**config.mk**
```make
export PLATFORM = sky130hd
export DESIGN_NAME = alu_seq_ctrl_flat
export DESIGN_NICKNAME = d
export VERILOG_FILES = /design/src/rtl/alu_seq_pkg.sv /design/src/rtl/alu_seq_ctrl_if.sv /design/src/rtl/alu_seq_fifo.sv /design/src/rtl/alu_seq_ctrl.sv /design/src/flat_wrapper.sv
export SDC_FILE = /design/constraint.sdc
export NUM_CORES = 1
export LEC_CHECK = 0
export ABC_CLOCK_PERIOD_IN_PS = 2700
export BUFFER_PORTS_ARGS = -buffer_cell sky130_fd_sc_hd__buf_2
export CAP_MARGIN = 20
export CORE_ASPECT_RATIO = 1.75
export CORE_MARGIN = 8
export CORE_UTILIZATION = 50
export DETAILED_ROUTE_END_ITERATION = 10
export PLACE_DENSITY = 0.81
export RECOVER_POWER = 25
export REMOVE_ABC_BUFFERS = 1
export SLEW_MARGIN = 20
export SYNTH_ARGS = -nofsm -noshare
export SYNTH_HDL_FRONTEND = slang
export SYNTH_SLANG_ARGS = --single-unit
```
**constraint.sdc**
```tcl
create_clock -name clk -period 2.7 [get_ports clk]
set_input_delay 0.81 -clock clk [delete_from_list [all_inputs] [get_ports clk]]
set_output_delay 0.81 -clock clk [all_outputs]
set_load 0.005 [all_outputs]
```
**src/rtl/alu_seq_pkg.sv**
```systemverilog
// alu_seq_pkg: FSM states, ALU opcodes and opcode helpers for the ALU command sequencer
package alu_seq_pkg;
  typedef enum logic [1:0] {IDLE, DRIVE, RESP} state_t;
  localparam logic [3:0] OP_AND    = 4'h0;
  localparam logic [3:0] OP_OR     = 4'h1;
  localparam logic [3:0] OP_ADD    = 4'h2;
  localparam logic [3:0] OP_NOR    = 4'h3;
  localparam logic [3:0] OP_NAND   = 4'h4;
  localparam logic [3:0] OP_XNOR   = 4'h5;
  localparam logic [3:0] OP_SUB    = 4'h6;
  localparam logic [3:0] OP_XOR    = 4'h7;
  localparam logic [3:0] OP_LSHIFT = 4'h8;
  localparam logic [3:0] OP_RSHIFT = 4'h9;
  localparam logic [3:0] OP_LAST   = OP_RSHIFT;
  function automatic logic op_has_flag(input logic [3:0] op);
    return op == OP_ADD || op == OP_SUB || op == OP_LSHIFT || op == OP_RSHIFT;
  endfunction
  function automatic logic op_legal(input logic [3:0] op);
    return op <= OP_LAST;
  endfunction
endpackage

```
**src/rtl/alu_seq_ctrl_if.sv**
```systemverilog
// alu_seq_ctrl_if: command/response handshake bundle; cmd_chain exists only with ALU_SEQ_FLAG_CHAIN_EN
interface alu_seq_ctrl_if #(parameter int ANCHO = 8);
  logic             cmd_valid;
  logic             cmd_ready;
  logic [3:0]       cmd_op;
  logic [ANCHO-1:0] cmd_a;
  logic [ANCHO-1:0] cmd_b;
  logic             cmd_flagin;
`ifdef ALU_SEQ_FLAG_CHAIN_EN
  logic             cmd_chain;
`endif
  logic             rsp_valid;
  logic             rsp_ready;
  logic [ANCHO-1:0] rsp_result;
  logic             rsp_flag;
  logic [3:0]       rsp_op;
  logic             rsp_illegal;
  modport master (
    output cmd_valid, cmd_op, cmd_a, cmd_b, cmd_flagin, rsp_ready,
`ifdef ALU_SEQ_FLAG_CHAIN_EN
    output cmd_chain,
`endif
    input cmd_ready, rsp_valid, rsp_result, rsp_flag, rsp_op, rsp_illegal
  );
  modport slave (
    input cmd_valid, cmd_op, cmd_a, cmd_b, cmd_flagin, rsp_ready,
`ifdef ALU_SEQ_FLAG_CHAIN_EN
    input cmd_chain,
`endif
    output cmd_ready, rsp_valid, rsp_result, rsp_flag, rsp_op, rsp_illegal
  );
endinterface

```
**src/rtl/alu_seq_fifo.sv**
```systemverilog
// alu_seq_fifo: synchronous fall-through FIFO with wrap-bit pointers for full/empty
module alu_seq_fifo #(
  parameter int WIDTH = 8,
  parameter int DEPTH = 4
) (
  input  logic             clk,
  input  logic             rst_n,
  input  logic             push,
  input  logic             pop,
  input  logic [WIDTH-1:0] din,
  output logic [WIDTH-1:0] dout,
  output logic             full,
  output logic             empty
);
  localparam int AW = $clog2(DEPTH);
  logic [AW:0]      wr_ptr, rd_ptr;
  logic [WIDTH-1:0] mem [DEPTH];
  assign empty = wr_ptr == rd_ptr;
  assign full  = wr_ptr[AW] != rd_ptr[AW] && wr_ptr[AW-1:0] == rd_ptr[AW-1:0];
  assign dout  = mem[rd_ptr[AW-1:0]];
  // pointer advance; a pop never frees space for a push in the same cycle
  always_ff @(posedge clk or negedge rst_n)
    if (!rst_n) begin
      wr_ptr <= '0;
      rd_ptr <= '0;
    end else begin
      if (push && !full) wr_ptr <= wr_ptr + 1'b1;
      if (pop && !empty) rd_ptr <= rd_ptr + 1'b1;
    end
  // storage write, data needs no reset since empty gates it
  always_ff @(posedge clk)
    if (push && !full) mem[wr_ptr[AW-1:0]] <= din;
endmodule

```
**src/rtl/alu_seq_ctrl.sv**
```systemverilog
// alu_seq_ctrl: buffers ALU commands, drives registered operands, returns results; ALU_SEQ_FLAG_CHAIN_EN adds flag chaining
module alu_seq_ctrl
  import alu_seq_pkg::*;
#(
  parameter int ANCHO = 8,
  parameter int DEPTH = 4
) (
  input  logic             clk,
  input  logic             rst_n,
  alu_seq_ctrl_if.slave    bus,
  output logic [ANCHO-1:0] alu_a,
  output logic [ANCHO-1:0] alu_b,
  output logic             alu_flagin,
  output logic [3:0]       alu_control,
  input  logic [ANCHO-1:0] alu_result,
  input  logic             alu_flags
);
`ifdef ALU_SEQ_FLAG_CHAIN_EN
  localparam int CW = 1;
`else
  localparam int CW = 0;
`endif
  localparam int W = 4 + 2 * ANCHO + 1 + CW;
  state_t           state, state_n;
  logic             pop, full, empty, can_pop, fi_sel;
  logic [W-1:0]     din, dout;
  logic [3:0]       f_op;
  logic [ANCHO-1:0] f_a, f_b;
  logic             f_fi;
  logic [ANCHO-1:0] rsp_result;
  logic             rsp_flag, rsp_illegal;
  logic [3:0]       rsp_op;
`ifdef ALU_SEQ_FLAG_CHAIN_EN
  logic             f_ch, chain_flag;
  assign din = {bus.cmd_op, bus.cmd_a, bus.cmd_b, bus.cmd_flagin, bus.cmd_chain};
  assign {f_op, f_a, f_b, f_fi, f_ch} = dout;
  assign fi_sel = f_ch ? chain_flag : f_fi;
`else
  assign din = {bus.cmd_op, bus.cmd_a, bus.cmd_b, bus.cmd_flagin};
  assign {f_op, f_a, f_b, f_fi} = dout;
  assign fi_sel = f_fi;
`endif
  alu_seq_fifo #(.WIDTH(W), .DEPTH(DEPTH)) u_fifo (
    .clk(clk), .rst_n(rst_n), .push(bus.cmd_valid), .pop(pop),
    .din(din), .dout(dout), .full(full), .empty(empty)
  );
  assign bus.cmd_ready   = !full;
  assign bus.rsp_valid   = state == RESP;
  assign bus.rsp_result  = rsp_result;
  assign bus.rsp_flag    = rsp_flag;
  assign bus.rsp_op      = rsp_op;
  assign bus.rsp_illegal = rsp_illegal;
  assign can_pop = state == IDLE || (state == RESP && bus.rsp_ready);
  // state register
  always_ff @(posedge clk or negedge rst_n)
    if (!rst_n) state <= IDLE;
    else state <= state_n;
  // next state and pop: illegal ops skip DRIVE since the ALU is not used
  always_comb begin
    state_n = state;
    pop = 1'b0;
    if (state == DRIVE) state_n = RESP;
    else if (can_pop) begin
      pop = !empty;
      state_n = empty ? IDLE : op_legal(f_op) ? DRIVE : RESP;
    end
  end
  // ALU operand load on pop and response capture at the end of DRIVE
  always_ff @(posedge clk or negedge rst_n)
    if (!rst_n) begin
      alu_a       <= '0;
      alu_b       <= '0;
      alu_flagin  <= 1'b0;
      alu_control <= '0;
      rsp_result  <= '0;
      rsp_flag    <= 1'b0;
      rsp_op      <= '0;
      rsp_illegal <= 1'b0;
    end else if (pop && op_legal(f_op)) begin
      alu_a       <= f_a;
      alu_b       <= f_b;
      alu_flagin  <= fi_sel;
      alu_control <= f_op;
    end else if (pop) begin
      rsp_result  <= '0;
      rsp_flag    <= 1'b0;
      rsp_op      <= f_op;
      rsp_illegal <= 1'b1;
    end else if (state == DRIVE) begin
      rsp_result  <= alu_result;
      rsp_flag    <= op_has_flag(alu_control) && alu_flags;
      rsp_op      <= alu_control;
      rsp_illegal <= 1'b0;
    end
`ifdef ALU_SEQ_FLAG_CHAIN_EN
  // remembers the flag of the last flag-producing op for chained commands
  always_ff @(posedge clk or negedge rst_n)
    if (!rst_n) chain_flag <= 1'b0;
    else if (state == DRIVE && op_has_flag(alu_control)) chain_flag <= alu_flags;
`endif
endmodule
```
**src/flat_wrapper.sv**
```systemverilog
// flat-port wrapper written by rule: the top's interface ports become plain ports
module alu_seq_ctrl_flat import alu_seq_pkg::*;
#(
  parameter int ANCHO = 8,
  parameter int DEPTH = 4
)
  (clk, rst_n, alu_a, alu_b, alu_flagin, alu_control, alu_result, alu_flags, bus_cmd_valid, bus_cmd_op, bus_cmd_a, bus_cmd_b, bus_cmd_flagin, bus_rsp_ready, bus_cmd_ready, bus_rsp_valid, bus_rsp_result, bus_rsp_flag, bus_rsp_op, bus_rsp_illegal);
  alu_seq_ctrl_if #(.ANCHO(ANCHO)) bus_i ();
  input  logic clk;
  input  logic rst_n;
  output logic [ANCHO-1:0] alu_a;
  output logic [ANCHO-1:0] alu_b;
  output logic alu_flagin;
  output logic [3:0] alu_control;
  input  logic [ANCHO-1:0] alu_result;
  input  logic alu_flags;
  input wire logic [$bits(bus_i.cmd_valid)-1:0] bus_cmd_valid;
  input wire logic [$bits(bus_i.cmd_op)-1:0] bus_cmd_op;
  input wire logic [$bits(bus_i.cmd_a)-1:0] bus_cmd_a;
  input wire logic [$bits(bus_i.cmd_b)-1:0] bus_cmd_b;
  input wire logic [$bits(bus_i.cmd_flagin)-1:0] bus_cmd_flagin;
  input wire logic [$bits(bus_i.rsp_ready)-1:0] bus_rsp_ready;
  output wire logic [$bits(bus_i.cmd_ready)-1:0] bus_cmd_ready;
  output wire logic [$bits(bus_i.rsp_valid)-1:0] bus_rsp_valid;
  output wire logic [$bits(bus_i.rsp_result)-1:0] bus_rsp_result;
  output wire logic [$bits(bus_i.rsp_flag)-1:0] bus_rsp_flag;
  output wire logic [$bits(bus_i.rsp_op)-1:0] bus_rsp_op;
  output wire logic [$bits(bus_i.rsp_illegal)-1:0] bus_rsp_illegal;
  assign bus_i.cmd_valid = bus_cmd_valid;
  assign bus_i.cmd_op = bus_cmd_op;
  assign bus_i.cmd_a = bus_cmd_a;
  assign bus_i.cmd_b = bus_cmd_b;
  assign bus_i.cmd_flagin = bus_cmd_flagin;
  assign bus_i.rsp_ready = bus_rsp_ready;
  assign bus_cmd_ready = bus_i.cmd_ready;
  assign bus_rsp_valid = bus_i.rsp_valid;
  assign bus_rsp_result = bus_i.rsp_result;
  assign bus_rsp_flag = bus_i.rsp_flag;
  assign bus_rsp_op = bus_i.rsp_op;
  assign bus_rsp_illegal = bus_i.rsp_illegal;
  alu_seq_ctrl #(.ANCHO(ANCHO), .DEPTH(DEPTH)) u_core (.clk(clk), .rst_n(rst_n), .bus(bus_i), .alu_a(alu_a), .alu_b(alu_b), .alu_flagin(alu_flagin), .alu_control(alu_control), .alu_result(alu_result), .alu_flags(alu_flags));
endmodule
```
==> impl_results.md <==
* Fmax at 401 MHz
* Core area at ~0.0098 mm^2
* DIE AREA at ~0.013 mm^2
* CTS resizes at 0
* Synth Instances at approximately 270
* Total CTS buffers at 17
* Rows at 48
* Seq cells post-synth at about 130
* P_sw at ~1.2 mW
* Detailed-route via count at 2602
* Antenna violations before repair at 0
* Grt total ovfl at 0
* Crit path time final at about 2500 ps
* Total GRT Usage at 0.154
* Run status: finished clean
* Layout Nets at 393
* N_diodes at 0
* Launch point of the worst reg-to-reg path: u_core.u_fifo.rd_ptr[1]$_DFFE_PN0P_
* Setup violators final at 0
* Initial core utilization at 0.507
* Total power divided by cell area at 873 mW/mm^2
* Required time of the worst setup path at 1890 ps
* Most used DFF post-synth: edfxtp_1
* Input/output buffers at 70
* Max-cap violations at 0
* Worst path arrival time at ~1700 ps
* Setup Buffers After CTS at 0
* Largest cells by area after synthesis: edfxtp_1 (51%), dfrtp_1 (22%), mux4_2 (9.5%)
* DRC at 0
* Post-route clock period utilization at 0.923
* Worst Setup Path Type: flop to output pin
* Logic gate share of total power at 0.096
* Internal Power at 4.11 mW
* Distinct cell type count after synthesis at 31
* Ys Warns at 0
* I/O pin total at ~70
* Largest net degree at the start of global routing at 27
* Tightest Hold Check Type: input port to async pin
* CTS tree: built
* Clock skew at roughly 4.3 ps
* Die Y at around 150 um
* Die width at between 90 and 100 um
* Worst reg2reg endpoint: u_core.u_fifo.mem[3][18]$_DFFE_PP_
* Via density at about 5.3
* R2R cell count at 4
* Leakage power at ~2.5 nW
* CP Max Fanout at 11
* Post-Syn Area at roughly 0.005 mm^2
* Net Sw Frac at 0.228
* Asr flop ratio synth at 0.339
* Clk buf depth at 2
* GP Congestion at around 0.74
* Worst setup path endpoint: bus_cmd_ready
* Clock share of power at 0.442
* Reg2reg setup slack at 340 ps
* Share of the synthesized area in the top cell type at 0.508
* EDFF count, synth at 84
* Register area share after synthesis at 0.725
* Global-route wire length before repair at around 16000 um
* Clk_lat worst skew at slightly above 400 ps
* Reg clk slew, reported paths at around 60 ps
* Multi-input gate area at between 0.001 and 0.0015 mm^2
* Worst-Margin Slew at ~700 ps
* Yosys top cell by area: edfxtp_1
* DR WL/cell at 19.6 um
* Area after DPL at ~0.0055 mm^2
* CTS sink count at around 130
* Fin. Hold Viols at 0
* H-tree depth at 4
* CP startpoint kind: flop
* Max VDD drop at roughly 0.65 mV
* Critical path origin: u_core.u_fifo.rd_ptr[1]$_DFFE_PN0P_
* RSZ-0062 raised after global routing: no
* Final ANT Viol Nets at 0
* Slew HR at 0.524
* Reg power frac at 0.462
* CTS Root Cell: clkbuf_16
* Number of global-route vias before repair at just under 3000
* Final setup margin at between 200 and 250 ps
* Hold Buf Count CTS at 0
* Syn-to-layout area delta at 23.0%
* Slew Limit Fails at 0
* Post-DP HPWL at 6410 um
* Crit end category: output pin
* Layout cell share with drive strength beyond 1 at 0.371
* Syn Area/Cell at about 19 um^2
* Seq. cell area at approximately 0.0036 mm^2
* Layout fillers at between 700 and 800
* Final WL at approximately 9600 um
* Initial DRC count at approximately 160
* DP Worst Slack at 375 ps
* Final Cell Area at around 0.006 mm^2
* Drt pass-1 iters at 4
layout make-up:
| type | count | area share |
|---|---|---|
| clock inverter | 15 | 0.0316 |
| inverter | 3 | 0.00184 |
| tap | 125 | 0.0256 |
| sequential | 127 | 0.590 |
| multi-input combinational | 124 | 0.211 |
| clock buffer | 17 | 0.0697 |
| timing repair buffer | 81 | 0.0711 |
cell usage after synthesis, drive strengths merged, types with 2 or more instances:
cell type  instances
mux4              21
xor2               2
o21a               4
o21ai             12
edfxtp            84
and2               4
nand2             26
inv                3
buf                6
dfrtp             43
o32a               3
mux2              20
clkbuf             5
ha                 5
nand2b             2
xnor2              6
nor2b              3
nor2               7
kinds of logic after synthesis:
| family | after synthesis | share of synthesized area |
|---|---|---|
| adders and majority gates | 5 | 0.0126 |
| xor gates and xnor gates | 8 | 0.0141 |
| buffers and inverters | 14 | 0.0159 |
| DFF | 127 | 0.725 |
| muxes | 41 | 0.155 |
| and+or+nand+nor | 44 | 0.0391 |
| AOI/OAI and AO/OA | 26 | 0.0383 |
worst min-delay path by stage:
stage                                    endpoint  depth (start not counted)
2_1_floorplan    u_core.bus.rsp_op[0]$_DFFE_PN0P_                          1
3_3_place_gp   u_core.bus.rsp_illegal$_DFFE_PN0P_                          1
3_5_place_dp          u_core.alu_b[3]$_DFFE_PN0P_                          1
4_1_cts               u_core.state[0]$_DFFE_PN0P_                          1
5_1_grt               u_core.state[0]$_DFFE_PN0P_                          1
6_report              u_core.alu_a[1]$_DFFE_PN0P_                          1
cells in the final DEF (no fill, tap or decap), types with 5 or more instances in the layout:
cell type	instances
edfxtp_1	84
buf_2	51
dfrtp_1	42
nand2_1	25
mux4_2	21
mux2_4	19
clkbuf_1	19
clkbuf_16	17
o21ai_0	11
buf_4	9
nor2_1	7
xnor2_1	6
ha_1	5
registers in the layout, indices dropped and copies added (netlist names):
| name | cells |
|---|---|
| u_core.bus.rsp_illegal | 1 |
| u_core.u_fifo.wr_ptr | 3 |
| u_core.bus.rsp_op | 4 |
| u_core.alu_flagin | 1 |
| u_core.alu_control | 4 |
| u_core.u_fifo.mem | 84 |
| u_core.state | 2 |
| u_core.alu_a | 8 |
| u_core.bus.rsp_flag | 1 |
| u_core.bus.rsp_result | 8 |
| u_core.alu_b | 8 |
| u_core.u_fifo.rd_ptr | 3 |
power by group through the flow:
stage | clock, mW | sequential (mW) | combinational, mW
6_report | 2.35 | 2.46 | 0.514
4_1_cts | 2.40 | 2.46 | 0.530
3_3_place_gp | 0 | 2.48 | 0.492
3_5_place_dp | 0 | 2.50 | 0.515
2_1_floorplan | 0 | 2.47 | 0.312
5_1_grt | 2.49 | 2.48 | 0.559
critical path, stage by stage, from the launching register on:
cell     delay [ps]
dfrtp_1         560
xnor2_1         420
nand3_1         140
buf_2           150
through the flow:
step / cells / TNS, ps / power [mW] / util / hold WS (ps)
global placement: 460 / 0 / 2.97 / 0.563 / 473
detailed placement: 460 / 0 / 3.01 / 0.563 / 488
finish: 492 / 0 / 5.33 / 0.624 / 429
global route: 492 / 0 / 5.53 / 0.624 / 453
floorplan: 254 / -14630 / 2.78 / - / 488
CTS: 492 / 0 / 5.39 / 0.626 / 438
routing by layer:
layer | wire length, um | up-vias | GRT usage | share of wire
li1 | - | 1196 | - | -
met1 | 3570 | 1315 | 0.155 | 0.37
met2 | 5320 | 77 | 0.272 | 0.55
met3 | 571 | 14 | 0.0549 | 0.059
met4 | 181 | 0 | 0.0816 | 0.019
met5 | 0 | - | 0 | 0
Power figures use the tool's default switching activity.
